### src/rtl/i2s_stream_pkg.sv
// ---------------------------------------------------------------------------
// i2s_stream_pkg : shared state encoding and default constants for the I2S
//                  stream controller.
// Revision: 1.0
// ---------------------------------------------------------------------------
`default_nettype none

package i2s_stream_pkg;

  typedef enum logic [1:0] {
    ST_IDLE   = 2'd0,
    ST_WARMUP = 2'd1,
    ST_RUN    = 2'd2
  } state_e;

  localparam int DEFAULT_SAMPLE_W   = 24;
  localparam int DEFAULT_CONF_RES   = 24;
  localparam int DEFAULT_CONF_RATIO = 4;

endpackage

`default_nettype wire

### src/rtl/i2s_stream_fifo.sv
// ---------------------------------------------------------------------------
// i2s_stream_fifo : synchronous FIFO with flush. It holds filtered samples
//                   until the TX codec requests them.
// Revision: 1.0
// ---------------------------------------------------------------------------
`default_nettype none

module i2s_stream_fifo #(
  parameter int WIDTH = 24,
  parameter int DEPTH = 4
) (
  input  logic             clk,
  input  logic             rst_n,
  input  logic             flush,
  input  logic             push,
  input  logic [WIDTH-1:0] push_dat,
  input  logic             pop,
  output logic             full,
  output logic             empty,
  output logic [WIDTH-1:0] head
);

  localparam int AW = $clog2(DEPTH);
  localparam logic [AW:0] PTR_ONE = (AW+1)'(1);

  // Pointers carry one extra wrap bit so full and empty can be told apart.
  logic [AW:0]      wr_ptr_q, wr_ptr_d;
  logic [AW:0]      rd_ptr_q, rd_ptr_d;
  logic [WIDTH-1:0] mem_q [DEPTH];
  logic [WIDTH-1:0] mem_d [DEPTH];

  assign empty = (wr_ptr_q == rd_ptr_q);
  assign full  = (wr_ptr_q[AW] != rd_ptr_q[AW]) &&
                 (wr_ptr_q[AW-1:0] == rd_ptr_q[AW-1:0]);
  assign head  = mem_q[rd_ptr_q[AW-1:0]];

  always_comb begin
    wr_ptr_d = wr_ptr_q;
    rd_ptr_d = rd_ptr_q;
    mem_d    = mem_q;
    if (flush) begin
      wr_ptr_d = '0;
      rd_ptr_d = '0;
    end else begin
      if (push && !full) begin
        mem_d[wr_ptr_q[AW-1:0]] = push_dat;
        wr_ptr_d                = wr_ptr_q + PTR_ONE;
      end
      if (pop && !empty) begin
        rd_ptr_d = rd_ptr_q + PTR_ONE;
      end
    end
  end

  always_ff @(posedge clk or negedge rst_n) begin
    if (!rst_n) begin
      wr_ptr_q <= '0;
      rd_ptr_q <= '0;
      mem_q    <= '{default: '0};
    end else begin
      wr_ptr_q <= wr_ptr_d;
      rd_ptr_q <= rd_ptr_d;
      mem_q    <= mem_d;
    end
  end

endmodule

`default_nettype wire

### src/rtl/i2s_stream_ctrl.sv
// ---------------------------------------------------------------------------
// i2s_stream_ctrl : sequences the I2S RX/TX codec pair and streams samples
//                   between them and the audio filter.
// Optional feature: I2S_STREAM_CTRL_STATS_EN adds saturating over/underrun counters.
// Revision: 1.0
// ---------------------------------------------------------------------------
`default_nettype none

module i2s_stream_ctrl
  import i2s_stream_pkg::*;
#(
  parameter int SAMPLE_W       = DEFAULT_SAMPLE_W,
  parameter int FIFO_DEPTH     = 4,
  parameter int STARTUP_CYCLES = 1024,
  parameter int CONF_RES       = DEFAULT_CONF_RES,
  parameter int CONF_RATIO     = DEFAULT_CONF_RATIO
) (
  input  logic                lmmi_clk_i,
  input  logic                reset_n_i,
  input  logic                run_i,
  output logic                conf_en_o,
  output logic [5:0]          conf_res_o,
  output logic [9:0]          conf_ratio_o,
  input  logic [31:0]         rx_dat_i,
  input  logic                rx_rdwr_i,
  output logic [31:0]         tx_dat_o,
  input  logic                tx_rdwr_i,
  output logic [SAMPLE_W-1:0] proc_dat_o,
  output logic                proc_ch_o,
  output logic                proc_valid_o,
  input  logic                proc_ready_i,
  input  logic [SAMPLE_W-1:0] res_dat_i,
  input  logic                res_valid_i,
  output logic                res_ready_o,
  output logic [1:0]          state_o,
  output logic                overrun_o,
  output logic                underrun_o
`ifdef I2S_STREAM_CTRL_STATS_EN
  ,
  output logic [15:0]         overrun_cnt_o,
  output logic [15:0]         underrun_cnt_o
`endif
);

  localparam int CNT_W = $clog2(STARTUP_CYCLES + 1);
  localparam logic [CNT_W-1:0] CNT_LAST = CNT_W'(STARTUP_CYCLES - 1);
  localparam logic [CNT_W-1:0] CNT_ONE  = CNT_W'(1);

  state_e              state_q, state_d;
  logic [CNT_W-1:0]    cnt_q, cnt_d;
  logic                conf_en_q, conf_en_d;
  logic                ch_q, ch_d;
  logic [SAMPLE_W-1:0] proc_dat_q, proc_dat_d;
  logic                proc_ch_q, proc_ch_d;
  logic                proc_valid_q, proc_valid_d;
  logic                overrun_q, overrun_d;
  logic                underrun_q, underrun_d;

  logic                fifo_flush, fifo_push, fifo_pop, fifo_full, fifo_empty;
  logic [SAMPLE_W-1:0] fifo_head;
  logic                run_st;

  assign run_st = (state_q == ST_RUN);

  always_comb begin
    state_d      = state_q;
    cnt_d        = cnt_q;
    ch_d         = ch_q;
    conf_en_d    = (state_q != ST_IDLE);
    proc_dat_d   = proc_dat_q;
    proc_ch_d    = proc_ch_q;
    proc_valid_d = proc_valid_q;
    overrun_d    = 1'b0;
    underrun_d   = 1'b0;

    if (conf_en_q && rx_rdwr_i) begin
      ch_d = ~ch_q;
    end

    unique case (state_q)
      ST_IDLE: begin
        if (run_i) begin
          state_d = ST_WARMUP;
          cnt_d   = '0;
          ch_d    = 1'b0;
        end
      end
      ST_WARMUP: begin
        if (!run_i) begin
          state_d = ST_IDLE;
        end else if (cnt_q == CNT_LAST) begin
          state_d = ST_RUN;
        end else begin
          cnt_d = cnt_q + CNT_ONE;
        end
      end
      ST_RUN: begin
        if (!run_i) begin
          state_d = ST_IDLE;
        end
      end
      default: state_d = ST_IDLE;
    endcase

    if (run_st) begin
      if (proc_valid_q && proc_ready_i) begin
        proc_valid_d = 1'b0;
      end
      // A new word only lands if the held one is gone or leaving this cycle.
      if (rx_rdwr_i) begin
        if (!proc_valid_q || proc_ready_i) begin
          proc_dat_d   = rx_dat_i[SAMPLE_W-1:0];
          proc_ch_d    = ch_q;
          proc_valid_d = 1'b1;
        end else begin
          overrun_d = 1'b1;
        end
      end
      underrun_d = tx_rdwr_i && fifo_empty;
    end

    if (state_d == ST_IDLE) begin
      proc_valid_d = 1'b0;
    end
  end

  always_ff @(posedge lmmi_clk_i or negedge reset_n_i) begin
    if (!reset_n_i) begin
      state_q      <= ST_IDLE;
      cnt_q        <= '0;
      conf_en_q    <= 1'b0;
      ch_q         <= 1'b0;
      proc_dat_q   <= '0;
      proc_ch_q    <= 1'b0;
      proc_valid_q <= 1'b0;
      overrun_q    <= 1'b0;
      underrun_q   <= 1'b0;
    end else begin
      state_q      <= state_d;
      cnt_q        <= cnt_d;
      conf_en_q    <= conf_en_d;
      ch_q         <= ch_d;
      proc_dat_q   <= proc_dat_d;
      proc_ch_q    <= proc_ch_d;
      proc_valid_q <= proc_valid_d;
      overrun_q    <= overrun_d;
      underrun_q   <= underrun_d;
    end
  end

  // Holding flush through IDLE also empties the FIFO on the way into WARMUP.
  assign fifo_flush  = (state_q == ST_IDLE) || (state_d == ST_IDLE);
  assign res_ready_o = !fifo_full && (state_q != ST_IDLE);
  assign fifo_push   = res_valid_i && res_ready_o;
  assign fifo_pop    = tx_rdwr_i && run_st;

  i2s_stream_fifo #(
    .WIDTH (SAMPLE_W),
    .DEPTH (FIFO_DEPTH)
  ) u_fifo (
    .clk      (lmmi_clk_i),
    .rst_n    (reset_n_i),
    .flush    (fifo_flush),
    .push     (fifo_push),
    .push_dat (res_dat_i),
    .pop      (fifo_pop),
    .full     (fifo_full),
    .empty    (fifo_empty),
    .head     (fifo_head)
  );

  assign tx_dat_o = (run_st && !fifo_empty) ?
                    {{(32-SAMPLE_W){fifo_head[SAMPLE_W-1]}}, fifo_head} : 32'h0;

  assign conf_en_o    = conf_en_q;
  assign conf_res_o   = 6'(CONF_RES);
  assign conf_ratio_o = 10'(CONF_RATIO);
  assign proc_dat_o   = proc_dat_q;
  assign proc_ch_o    = proc_ch_q;
  assign proc_valid_o = proc_valid_q;
  assign state_o      = state_q;
  assign overrun_o    = overrun_q;
  assign underrun_o   = underrun_q;

`ifdef I2S_STREAM_CTRL_STATS_EN
  logic [15:0] ovr_cnt_q, ovr_cnt_d;
  logic [15:0] und_cnt_q, und_cnt_d;
  logic        stats_clr;

  assign stats_clr = (state_q == ST_IDLE) && (state_d == ST_WARMUP);

  always_comb begin
    ovr_cnt_d = ovr_cnt_q;
    und_cnt_d = und_cnt_q;
    if (stats_clr) begin
      ovr_cnt_d = '0;
      und_cnt_d = '0;
    end else begin
      if (overrun_q && (ovr_cnt_q != 16'hFFFF)) ovr_cnt_d = ovr_cnt_q + 16'd1;
      if (underrun_q && (und_cnt_q != 16'hFFFF)) und_cnt_d = und_cnt_q + 16'd1;
    end
  end

  always_ff @(posedge lmmi_clk_i or negedge reset_n_i) begin
    if (!reset_n_i) begin
      ovr_cnt_q <= '0;
      und_cnt_q <= '0;
    end else begin
      ovr_cnt_q <= ovr_cnt_d;
      und_cnt_q <= und_cnt_d;
    end
  end

  assign overrun_cnt_o  = ovr_cnt_q;
  assign underrun_cnt_o = und_cnt_q;
`endif

endmodule

`default_nettype wire
### config.mk
export PLATFORM = sky130hd
export DESIGN_NAME = i2s_stream_ctrl
export DESIGN_NICKNAME = d
export VERILOG_FILES = /design/src/rtl/i2s_stream_pkg.sv /design/src/rtl/i2s_stream_fifo.sv /design/src/rtl/i2s_stream_ctrl.sv
export SDC_FILE = /design/constraint.sdc
export NUM_CORES = 1
export LEC_CHECK = 0
export CELL_PAD_IN_SITES_DETAIL_PLACEMENT = 1
export CELL_PAD_IN_SITES_GLOBAL_PLACEMENT = 1
export CORE_UTILIZATION = 54
export CTS_BUF_LIST = sky130_fd_sc_hd__clkbuf_4 sky130_fd_sc_hd__clkbuf_8
export CTS_CLUSTER_DIAMETER = 40
export CTS_CLUSTER_SIZE = 40
export DETAILED_ROUTE_END_ITERATION = 16
export DONT_BUFFER_PORTS = 1
export GPL_ROUTABILITY_DRIVEN = 0
export GPL_TIMING_DRIVEN = 0
export PLACE_DENSITY_LB_ADDON = 0.1
export SYNTH_ARGS = -nofsm -noshare
export SYNTH_HDL_FRONTEND = slang
export SYNTH_SLANG_ARGS = --single-unit
### constraint.sdc
create_clock -name lmmi_clk_i -period 2.6 [get_ports lmmi_clk_i]
set_input_delay 0.39 -clock lmmi_clk_i [delete_from_list [all_inputs] [get_ports lmmi_clk_i]]
set_output_delay 0.39 -clock lmmi_clk_i [all_outputs]
set_load 0.01 [all_outputs]
==> metrics.cfg <==
[synth]
ys.flop_type=dfrtp_1
yosysSeqAreaShare_pct=50.5
async_flop_share_pct=100
syn_inst=486
ys_ff_latch=145
syn_area_um2=7180
yosysUniqueCellTypes=46
syn-mean-instance-area_um2=14.8
ys_warn_count=0
synth_edf_count=0

[global_routing]
grt_pass1_vias=4531
grt_max_degree=146
top_usage_layer=met2
grt-ovfl-total=0
use_met3_pct=6.71
grt_util_met2_pct=38.5
track_usage_pct=24.1
grt_pass1_wl_mm=25.4
antenna_found_initial=0
met1_usage_pct=30.9

[floorplan]
die_w_um=117
die_h_um=117
core_um2=12800
rows=41
pin_count=143
die_area_um2=13800
start_util_pct=56.2

[sta]
setup_tns_ps=0
setup_viol=0
finalHoldViolCount=145
drv_slew=0
tightest_slew_ps=693
fin_worst_skew_ps=7.10
final_min_period_over_clock_period_pct=95.7
max_freq_ghz=0.402
max_slew_margin_pct=53.4
period_needed_ps=2490
hold_ws_ps=-369
rsz0062_at_grt=no

[layout]
stdcell_area_um2=7900
syn_to_final_growth_pct=10.0
n_antenna_cell=0
drive_above_1_share_pct=44.9
layout.nets=588
fin_cells=704
n_fill_cell=1183

[place]
port_buffers=0
place_area_um2=7450
hpwl_mm=10.2
place_inst=672

[clock_tree]
root_buffer=clkbuf_8
h-tree-depth=4
cts_made_buffers=17
clkTransAtPathRegs_ps=80
clockBufferDepth=2
cts_tree=built
cts.sinks=145
post_cts_buffers=0
clk_latency_ps=450

[route]
detail-route-antenna-nets=0
totalWireLength_mm=15.3
viasPerCell=5.77
wl_per_cell_um=21.8
drc=0
first_pass_iters=4
first_iter_violations=181
vias=4061

[flow_run]
cap_violations=0

[power_and_ir_drop]
swShare_pct=22.0
vdd_drop_max_mv=0.318
clock_power_share_pct=39.5
p_int_mw=3.72
comb_power_share_pct=8.4
leakage_nw=3.72
p_seq_share_pct=52.1
powerDensity_nw_per_um2=604
switching_power_mw=1.05

[setup_path]
crit_arrival_ps=2100
crit_path_end_kind=output pin
cp.required_ps=2210
crit_slowest_cell=mux4_2
path_buf_inv=2
path_cells=buf_4 -> buf_4 -> mux4_2 -> and3_1
cp-start-kind=flip-flop
crit_type=flip-flop to output pin
critical_path.max_fanout=10
crit_family=multiplexers
cpMostUsedCell=buf_4
cp_slowest_stage_delay_ps=540

[worst_hold_path]
hold_path_class=input pin to asynchronous set/reset pin

[outcome]
violations=hold timing
run_status=complete, but fails checks

-- registers in the layout, indices dropped and copies added (netlist names), 2 cells and up --
name and cells:
cnt_q 11, proc_dat_o 24, state_o 2, u_fifo.mem_q 96, u_fifo.rd_ptr_q 3, u_fifo.wr_ptr_q 3
-- kinds of logic after synthesis --
group / share of synthesized area (%)
XOR/XNOR: 1.41
AND/OR/NAND/NOR: 7.83
flip-flops: 50.5
AO/OA/AOI/OAI: 2.56
other: 0.105
buffers and inverters: 5.54
adder cells (fa/ha/maj): 1.05
multiplexers: 31.0
-- layer usage --
metal	vias up	wire, um
li1	1776	-
met1	2128	6610
met2	128	7410
met3	29	941
met4	0	351
met5	-	0
-- cells in the mapped netlist, types with 2 or more instances --
library cell	count	share of area [%]
nor3_1	2	0.14
buf_6	6	0.94
xnor2_1	5	0.61
xor2_2	2	0.45
nand2b_1	2	0.17
and2_1	3	0.26
o21ai_0	4	0.28
nand3_1	8	0.56
buf_12	2	0.56
nor2b_1	4	0.35
conb_1	2	0.10
o21a_1	3	0.31
nand4_1	4	0.35
nor2_1	14	0.73
ha_1	6	1.0
inv_1	4	0.21
mux4_2	24	7.5
mux2_4	80	17
nand2_1	16	0.84
buf_2	7	0.49
a21oi_1	9	0.63
o31ai_1	3	0.31
mux2_2	41	6.4
nand3b_1	2	0.21
buf_4	28	2.9
nor3_4	5	1.1
dfrtp_1	145	51
mux2i_1	2	0.28
clkbuf_1	8	0.42
and3_1	25	2.2
or3_1	5	0.44
-- final cells by class --
type                       count  area (um2)  share of cell area [%]
inverter                       4        15.0                   0.190
sequential                   145        3630                    45.9
clock buffer                  25         338                    4.28
clock inverter                 7        96.3                    1.22
buffer                        51         394                    4.99
tap                          172         215                    2.72
multi-input combinational    300        3210                    40.7
-- power by group through the flow --
stage	combinational, mW	clock, mW	sequential, mW
floorplan	0.354	0	2.49
global placement	0.380	0	2.51
detailed placement	0.399	0	2.52
CTS	0.401	1.93	2.49
global route	0.435	2.02	2.50
finish	0.399	1.88	2.49
-- stage by stage --
step,total power [mW],setup WS [ps],utilization (%)
floorplan,2.85,653,-
global placement,2.89,337,58.3
detailed placement,2.92,303,58.3
CTS,4.81,13.3,61.8
global route,4.96,1.26,61.8
finish,4.77,112,61.8
-- final timing paths --
| path | from | to | slack (ps) | cells after the start |
|---|---|---|---|---|
| setup / recovery | u_fifo.rd_ptr_q[0]$_DFFE_PN0P_ | tx_dat_o[22] | 110 | 4 |
| hold / removal | reset_n_i | cnt_q[8]$_DFFE_PN0P_ | -370 | 0 |
| setup reg to reg | state_o[1]$_DFF_PN0_ | u_fifo.mem_q[14]$_DFFE_PN0P_ | 330 | 7 |
| hold reg to reg | cnt_q[9]$_DFFE_PN0P_ | cnt_q[10]$_DFFE_PN0P_ | 490 | 1 |
| max in group asynchronous | reset_n_i | proc_dat_o[17]$_DFFE_PN0P_ | 2730 | 0 |
| min in group lmmi_clk_i | rx_rdwr_i | overrun_o$_DFF_PN0_ | 50 | 2 |
-- placed cells by master, fill, tap and decap left out, types with 6 or more instances in the layout --
cell type	n
dfrtp_1	145
mux2_4	80
mux2_2	41
buf_4	30
mux4_2	24
and3_1	24
clkbuf_8	24
nand2_1	16
conb_1	16
nor2_1	14
a21oi_1	9
nand3_1	7
buf_6	6
ha_1	6
-- repair_timing --
action | in CTS | in global routing
gates resized for setup | 6 | 4
hold endpoints to repair | 145 | 145
gates cloned | 0 | 0
setup endpoints to repair | 19 | 27
pin swaps | 0 | 0
(Power assumes the default switching activity.)
